$ cat src/rtl/bcd_pkg.sv
// Shared BCD definitions: FSM state encoding, nibble width and a ceil-log2 helper.
// Used by this converter and by the binary->BCD display decoder.
package bcd_pkg;

  localparam int unsigned BCD_NIBBLE_W = 4;

  typedef enum logic [1:0] {
    ST_IDLE = 2'd0,
    ST_CONV = 2'd1,
    ST_DONE = 2'd2
  } bcd_state_e;

  // Ceil(log2(v)); returns 0 for v <= 1.
  function automatic int unsigned clog2(input int unsigned v);
    int unsigned r;
    int unsigned x;
    r = 0;
    x = 1;
    while (x < v) begin
      x = x << 1;
      r = r + 1;
    end
    return r;
  endfunction

endpackage

$ cat src/rtl/bcd_a_binario_if.sv
// Valid/ready bus for the BCD->binary converter: packed BCD request in, binary result out.
interface bcd_a_binario_if
  import bcd_pkg::*;
#(
  parameter int unsigned NUM_DIGITS = 2,
  parameter int unsigned BIN_W      = 7
);

  localparam int unsigned IN_W = BCD_NIBBLE_W * NUM_DIGITS;

  logic             in_valid;
  logic             in_ready;
  logic [IN_W-1:0]  bcd_in;
  logic             out_valid;
  logic             out_ready;
  logic [BIN_W-1:0] bin_out;
  logic             err;

  // Producer/consumer side of the converter.
  modport master (
    output in_valid, bcd_in, out_ready,
    input  in_ready, out_valid, bin_out, err
  );

  // Converter side.
  modport slave (
    input  in_valid, bcd_in, out_ready,
    output in_ready, out_valid, bin_out, err
  );

endinterface

$ cat src/rtl/bcd_mul10_suma.sv
// Combinational step of the conversion: acc_out = acc_in*10 + digit, truncated to BIN_W.
module bcd_mul10_suma
  import bcd_pkg::*;
#(
  parameter int unsigned BIN_W = 7
) (
  input  logic [BIN_W-1:0]        acc_in,
  input  logic [BCD_NIBBLE_W-1:0] digit,
  output logic [BIN_W-1:0]        acc_out
);

  logic [BIN_W-1:0] acc_x8;
  logic [BIN_W-1:0] acc_x2;

  // x10 as x8 + x2; overflow bits are intentionally dropped.
  always_comb begin
    acc_x8  = acc_in << 3;
    acc_x2  = acc_in << 1;
    acc_out = acc_x8 + acc_x2 + BIN_W'(digit);
  end

endmodule

$ cat src/rtl/bcd_a_binario.sv
// Sequential packed-BCD to binary converter, one digit per cycle, MSD first.
// Optional feature macro: BCD_CHECK_EN (flag nibbles > 9 through err, force bin_out to 0).
module bcd_a_binario
  import bcd_pkg::*;
#(
  parameter int unsigned NUM_DIGITS = 2,
  parameter int unsigned BIN_W      = 7
) (
  input  logic          clk,
  input  logic          reset_n,
  bcd_a_binario_if.slave bus
);

  localparam int unsigned IN_W  = BCD_NIBBLE_W * NUM_DIGITS;
  localparam int unsigned CNT_W = (clog2(NUM_DIGITS) < 1) ? 1 : clog2(NUM_DIGITS);
  localparam logic [CNT_W-1:0] CNT_LAST = CNT_W'(NUM_DIGITS - 1);

  bcd_state_e       state_q, state_d;
  logic [IN_W-1:0]  shift_q, shift_d;
  logic [BIN_W-1:0] acc_q,   acc_d;
  logic [CNT_W-1:0] cnt_q,   cnt_d;
  logic [BIN_W-1:0] bin_q,   bin_d;
  logic             in_ready_q, in_ready_d;
  logic             out_valid_q, out_valid_d;
  logic             err_q,   err_d;
  logic [BIN_W-1:0] acc_nxt_c;
  logic             bad_c;

  bcd_mul10_suma #(.BIN_W(BIN_W)) u_mul10 (
    .acc_in  (acc_q),
    .digit   (shift_q[IN_W-1 -: BCD_NIBBLE_W]),
    .acc_out (acc_nxt_c)
  );

`ifdef BCD_CHECK_EN
  // Flag any non-decimal nibble in the incoming word.
  always_comb begin
    bad_c = 1'b0;
    for (int i = 0; i < int'(NUM_DIGITS); i++) begin
      if (bus.bcd_in[i*BCD_NIBBLE_W +: BCD_NIBBLE_W] > 4'd9) bad_c = 1'b1;
    end
  end
`else
  assign bad_c = 1'b0;
`endif

  // Next-state and datapath update; everything holds unless the state says otherwise.
  always_comb begin
    state_d = state_q;
    shift_d = shift_q;
    acc_d   = acc_q;
    cnt_d   = cnt_q;
    bin_d   = bin_q;
    err_d   = err_q;
    unique case (state_q)
      ST_IDLE: begin
        if (bus.in_valid && in_ready_q) begin
          shift_d = bus.bcd_in;
          acc_d   = '0;
          cnt_d   = '0;
          err_d   = bad_c;
          state_d = ST_CONV;
        end
      end
      ST_CONV: begin
        acc_d   = acc_nxt_c;
        shift_d = shift_q << BCD_NIBBLE_W;
        cnt_d   = cnt_q + CNT_W'(1);
        if (cnt_q == CNT_LAST) begin
          bin_d   = err_q ? '0 : acc_nxt_c;
          cnt_d   = '0;
          state_d = ST_DONE;
        end
      end
      ST_DONE: begin
        if (bus.out_ready) state_d = ST_IDLE;
      end
      default: state_d = ST_IDLE;
    endcase
    in_ready_d  = (state_d == ST_IDLE);
    out_valid_d = (state_d == ST_DONE);
  end

  // State and output registers with synchronous active-low reset.
  always_ff @(posedge clk) begin
    if (!reset_n) begin
      state_q     <= ST_IDLE;
      shift_q     <= '0;
      acc_q       <= '0;
      cnt_q       <= '0;
      bin_q       <= '0;
      err_q       <= 1'b0;
      in_ready_q  <= 1'b1;
      out_valid_q <= 1'b0;
    end else begin
      state_q     <= state_d;
      shift_q     <= shift_d;
      acc_q       <= acc_d;
      cnt_q       <= cnt_d;
      bin_q       <= bin_d;
      err_q       <= err_d;
      in_ready_q  <= in_ready_d;
      out_valid_q <= out_valid_d;
    end
  end

  assign bus.in_ready  = in_ready_q;
  assign bus.out_valid = out_valid_q;
  assign bus.bin_out   = bin_q;
`ifdef BCD_CHECK_EN
  assign bus.err       = err_q;
`else
  assign bus.err       = 1'b0;
`endif

endmodule

$ cat src/flat_wrapper.sv
// flat-port wrapper written by rule: the top's interface ports become plain ports
module bcd_a_binario_flat import bcd_pkg::*;
#(
  parameter int unsigned NUM_DIGITS = 2,
  parameter int unsigned BIN_W      = 7
)
  (clk, reset_n, bus_in_valid, bus_bcd_in, bus_out_ready, bus_in_ready, bus_out_valid, bus_bin_out, bus_err);
  bcd_a_binario_if #(.NUM_DIGITS(NUM_DIGITS), .BIN_W(BIN_W)) bus_i ();
  input  logic clk;
  input  logic reset_n;
  input wire logic [$bits(bus_i.in_valid)-1:0] bus_in_valid;
  input wire logic [$bits(bus_i.bcd_in)-1:0] bus_bcd_in;
  input wire logic [$bits(bus_i.out_ready)-1:0] bus_out_ready;
  output wire logic [$bits(bus_i.in_ready)-1:0] bus_in_ready;
  output wire logic [$bits(bus_i.out_valid)-1:0] bus_out_valid;
  output wire logic [$bits(bus_i.bin_out)-1:0] bus_bin_out;
  output wire logic [$bits(bus_i.err)-1:0] bus_err;
  assign bus_i.in_valid = bus_in_valid;
  assign bus_i.bcd_in = bus_bcd_in;
  assign bus_i.out_ready = bus_out_ready;
  assign bus_in_ready = bus_i.in_ready;
  assign bus_out_valid = bus_i.out_valid;
  assign bus_bin_out = bus_i.bin_out;
  assign bus_err = bus_i.err;
  bcd_a_binario #(.NUM_DIGITS(NUM_DIGITS), .BIN_W(BIN_W)) u_core (.clk(clk), .reset_n(reset_n), .bus(bus_i));
endmodule
$ cat config.mk
export PLATFORM = sky130hd
export DESIGN_NAME = bcd_a_binario_flat
export DESIGN_NICKNAME = d
export VERILOG_FILES = /design/src/rtl/bcd_pkg.sv /design/src/rtl/bcd_a_binario_if.sv /design/src/rtl/bcd_mul10_suma.sv /design/src/rtl/bcd_a_binario.sv /design/src/flat_wrapper.sv
export SDC_FILE = /design/constraint.sdc
export NUM_CORES = 1
export LEC_CHECK = 0
export BUFFER_PORTS_ARGS = -buffer_cell sky130_fd_sc_hd__buf_4
export CELL_PAD_IN_SITES_DETAIL_PLACEMENT = 1
export CELL_PAD_IN_SITES_GLOBAL_PLACEMENT = 2
export CORE_ASPECT_RATIO = 0.9
export CORE_MARGIN = 2
export CORE_UTILIZATION = 31
export CTS_BUF_LIST = sky130_fd_sc_hd__clkbuf_4 sky130_fd_sc_hd__clkbuf_8 sky130_fd_sc_hd__clkbuf_16
export DETAILED_ROUTE_END_ITERATION = 10
export GPL_TIMING_DRIVEN = 1
export PLACE_DENSITY_LB_ADDON = 0.1
export SYNTH_ARGS = -nofsm -noshare
export SYNTH_HDL_FRONTEND = slang
export SYNTH_HIERARCHICAL = 1
export SYNTH_SLANG_ARGS = --single-unit
$ cat constraint.sdc
create_clock -name clk -period 1.9 [get_ports clk]
set_input_delay 0.38 -clock clk [delete_from_list [all_inputs] [get_ports clk]]
set_output_delay 0.38 -clock clk [all_outputs]
set_load 0.05 [all_outputs]
---- Word level (Yosys, flattened, before mapping) ----
Index checks and enable logic that the tools add are counted.
W data, S select, Z words.
storage, ports and cells
  register bits after elaboration ......... 26
  input bits .............................. 12
  output and inout port bits .............. 10
  word-level logic and storage cells ...... 31
cells by class
  add/subtract/negate cells ............... 3
  equality and inequality tests ........... 4
  muxes and demuxes ....................... 11
  reductions and logical operators ........ 6
operators by type and width
  kind                   count
  $pmux W8 S2            1
  $pmux W6 S2            1
  $mux W8                1
  $add A7 B4 Y7          1
  $add A7 B7 Y7          1
  $mux W2                3
  $mux W6                1
  $pmux W2 S3            1
  $eq A2 B2 Y1 const B   2
  $logic_not A2 Y1       2
  $reduce_and A2 Y1      2
  $eq A2 B1 Y1 const B   1
  $mux W1                2
  $ne A2 B1 Y1 const B   1
  $pmux W1 S2            1
  $reduce_bool A2 Y1     1
  $add A1 B1 Y1 const B  1
  $logic_and A1 B1 Y1    1

---- Longest topological paths before layout ----
  word-level depth ........................ 4
  mapped depth ............................ 10
  mapped depth without buffers ............ 10

---- Cells and area by module ----
Netlist, hierarchy kept.
by module, submodules not included
  module          times used  cells each  area each (sq um)  sequential area each (sq um)
  bcd_a_binario   1           89          1,007.2            540.5
  bcd_mul10_suma  1           29          254.0              0.0

---- Least setup slack after synthesis ----
OpenSTA, ideal clock, no wires.
  kind .................................... register to register
  from .................................... register u_core.acc_q[0]
  to ...................................... register, netlist name u_core/acc_q[6]
  setup time .............................. 0.117 ns
  arrival ................................. 1.900 ns
  required time ........................... 1.783 ns
  path slack .............................. -0.117 ns
  stages on the path, launching flop included .. 9
  buffers on the path ..................... 0
  period minus slack after synthesis ...... 2.017 ns
  path through ............................ dfxtp_1 -> inv_1 -> fa_1 -> fa_1 -> inv_1 -> a21o_1 -> a21oi_2 -> xnor2_1 -> a22o_1
RTL lines
  item                      RTL line             text
  start: declaration        bcd_a_binario.sv:20  logic [BIN_W-1:0] acc_q, acc_d;
  start signal: assignment  bcd_a_binario.sv:89  acc_q <= '0;
  start signal: assignment  bcd_a_binario.sv:98  acc_q <= acc_d;

---- Worst setup path in the final report ----
  from .................................... register u_core.shift_q[7]
  to ...................................... register u_core.bin_q[5] (netlist: u_core/bus.bin_out[5])
on the way
  cells in the longest elaborated chain, start to end .. 1
RTL lines
  item                      RTL line              text
  start: declaration        bcd_a_binario.sv:19   logic [IN_W-1:0] shift_q, shift_d;
  start signal: assignment  bcd_a_binario.sv:97   shift_q <= shift_d;
  $add A7 B4 Y7             bcd_mul10_suma.sv:19  acc_out = acc_x8 + acc_x2 + BIN_W'(digit);
  via u_core.acc_nxt_c[5]   bcd_a_binario.sv:26   logic [BIN_W-1:0] acc_nxt_c;
  end signal: assignment    bcd_a_binario.sv:100  bin_q <= bin_d;
  end: declaration          bcd_a_binario.sv:22   logic [BIN_W-1:0] bin_q, bin_d;
The timed path passes the listed nets, and every way through them passes these cells.
A chain may end at the register's enable or synchronous reset.

==> impl_metrics.toml <==
[power_and_ir_drop]
irDropWorstVdd_mv = 0.398
total_power_mw = 1.31
p_leak_nw = 0.778
power_density_mw_per_mm2 = 847

[timing]
setup_ws_ps = -107
drv_slew = 0
final_hold_viol_count = 0
worst_slew_pin_slew_ps = 569
rsz0062_at_grt = "yes"
max_slew_margin_pct = 62.0
period_needed_ps = 2010
fin_crit_sh_pct = 106
whs_ps = 325
finalSetupViolations = 5
clock_skew_ps = 6.65
max_freq_mhz = 498

[flow_run]
maxCapViolations = 0

[run_status]
violations = "setup timing"
status = "finished, violations left"

[placement]
dp_hpwl_mm = 2.11
gp_congestion = 0.704
io_buffers = 20
pre_cts_ws_ps = -149
dpl.cell_count = 181

[critical_path]
cp-end-kind = "register"
slowest_delay_ps = 560
start_kind = "register"
arrival_ps = 2220
critPathRequiredTime_ps = 2110
critPathKind = "register to register"
cp_max_fo = 2
cp_num_buf_inv = 2
path_delay_family = "adder cells"
path_cells = "inv_2 > fa_2 > inv_1 > ha_1 > a21o_1 > a21oi_2 > xnor2_2 > mux2i_1 > nor2_1"
crit_slowest_cell = "fa_2"

[routing]
via_per_inst = 4.77
drt_iter0_drc = 21
drtPass1Iterations = 4
antenna_left = 0
vias = 896
route.detailed.drc = 0
wl_per_cell_um = 14.3
drt-total-wl_mm = 2.69

[clock_network]
clkSlewWorstSetupHoldPaths_ps = 90
clkLatencyLatePin_ps = 270
ctsHtreeMaxLevel = 1
clockBufferDepth = 2
cts_buffers = 3
clkSinkCount = 26
tritoncts = "done"
cts-root-buf = "clkbuf_8"

[yosys]
syn_nets = 138
yosys_warnings = 6
netlist_area_mm2 = 0.00123
synth_area_per_cell_um2 = 10.6
syn_inst = 116

[global_routing]
grt_max_degree = 18
overflow = 0
grt_pass1_wl_mm = 4.60
antenna_found_initial = 0
first_global_vias = 973
grt_use_total_pct = 13.1

[final_layout]
area_growth_pct = 25.8
nNetsFinal = 165
antenna_cells = 0
finalNonFillerCells = 188
drive_gt1_share_pct = 38.0

[floorplanning]
die_h_um = 63.8
die_w_um = 70.5
coreArea_mm2 = 0.00376
rows = 21
boundaryPins = 22
start_util_pct = 32.8
die_area_mm2 = 0.00450

[worst_hold_path]
hp-class = "input pin to register"
-- routing by layer --
| metal | track usage [%] | vias up | share of wire [%] |
|---|---|---|---|
| li1 | - | 450 | - |
| met1 | 17.6 | 429 | 52 |
| met2 | 20.9 | 15 | 44 |
| met3 | 3.63 | 2 | 3.9 |
| met4 | 2.88 | 0 | 0.67 |
| met5 | 0 | - | 0 |
-- cell usage in the layout, fill, tap and decap left out, drive strengths merged --
master  count
inv        11
buf        28
ha          8
nand3b      1
xnor2       5
clkbuf      3
and2        1
a21o        4
mux2i      10
a22o       10
dfxtp      26
bufinv      1
nor3        2
nand2b      1
o21ai       1
conb        1
a211oi      3
a21oi       9
or3         1
nor2        8
nor4        2
fa          2
nand2       2
mux2        2
-- stage by stage --
stage               area, um2  utilization (%)  TNS [ps]
floorplan                1240                -         0
global placement         1440             38.3      -172
detailed placement       1440             38.3      -625
CTS                      1540             40.9      -247
global route             1550             41.3      -905
finish                   1550             41.3      -323
-- power breakdown --
part	internal (mW)	total (mW)	leakage [nW]	switching, mW
clock network	0.282	0.462	0.0357	0.180
logic	0.116	0.248	0.529	0.131
registers	0.578	0.604	0.213	0.0254
total	0.976	1.31	0.778	0.336
-- state kept, by name, indices dropped and copies added (netlist names) --
| name | count |
|---|---|
| u_core/bus.in_ready | 1 |
| u_core/state_q | 2 |
| u_core/acc_q | 6 |
| u_core/shift_q | 8 |
| u_core/bus.out_valid | 1 |
| u_core/bus.bin_out | 7 |
| u_core/cnt_q | 1 |
-- area by class of cell --
cell class / instances / area, um2
Fill cell: 432 / 2210
Multi-Input combinational cell: 73 / 646
Sequential cell: 26 / 524
Timing Repair Buffer: 28 / 210
Tap cell: 46 / 57.6
Clock buffer: 3 / 41.3
Inverter: 11 / 41.3
Clock inverter: 1 / 30.0
-- worst paths after layout --
check / from / endpoint / slack (ps) / depth (start not counted)
max: u_core/shift_q[7] / u_core/bus.bin_out[5] / -110 / 9
min: bus_bcd_in[1] / u_core/shift_q[1] / 320 / 2
max reg2reg: u_core/shift_q[7] / u_core/bus.bin_out[5] / -110 / 9
min reg2reg: u_core/shift_q[1] / u_core/shift_q[1] / 480 / 1
-- what timing repair did --
action | CTS | global route
setup endpoints to repair | 5 | 4
buffers inserted | 1 | 2
hold buffers | 0 | 0
pin swaps | 5 | 3
cloned | 0 | 0
gates resized for setup | 5 | 1
No activity file was read; power rests on OpenSTA's default activity.
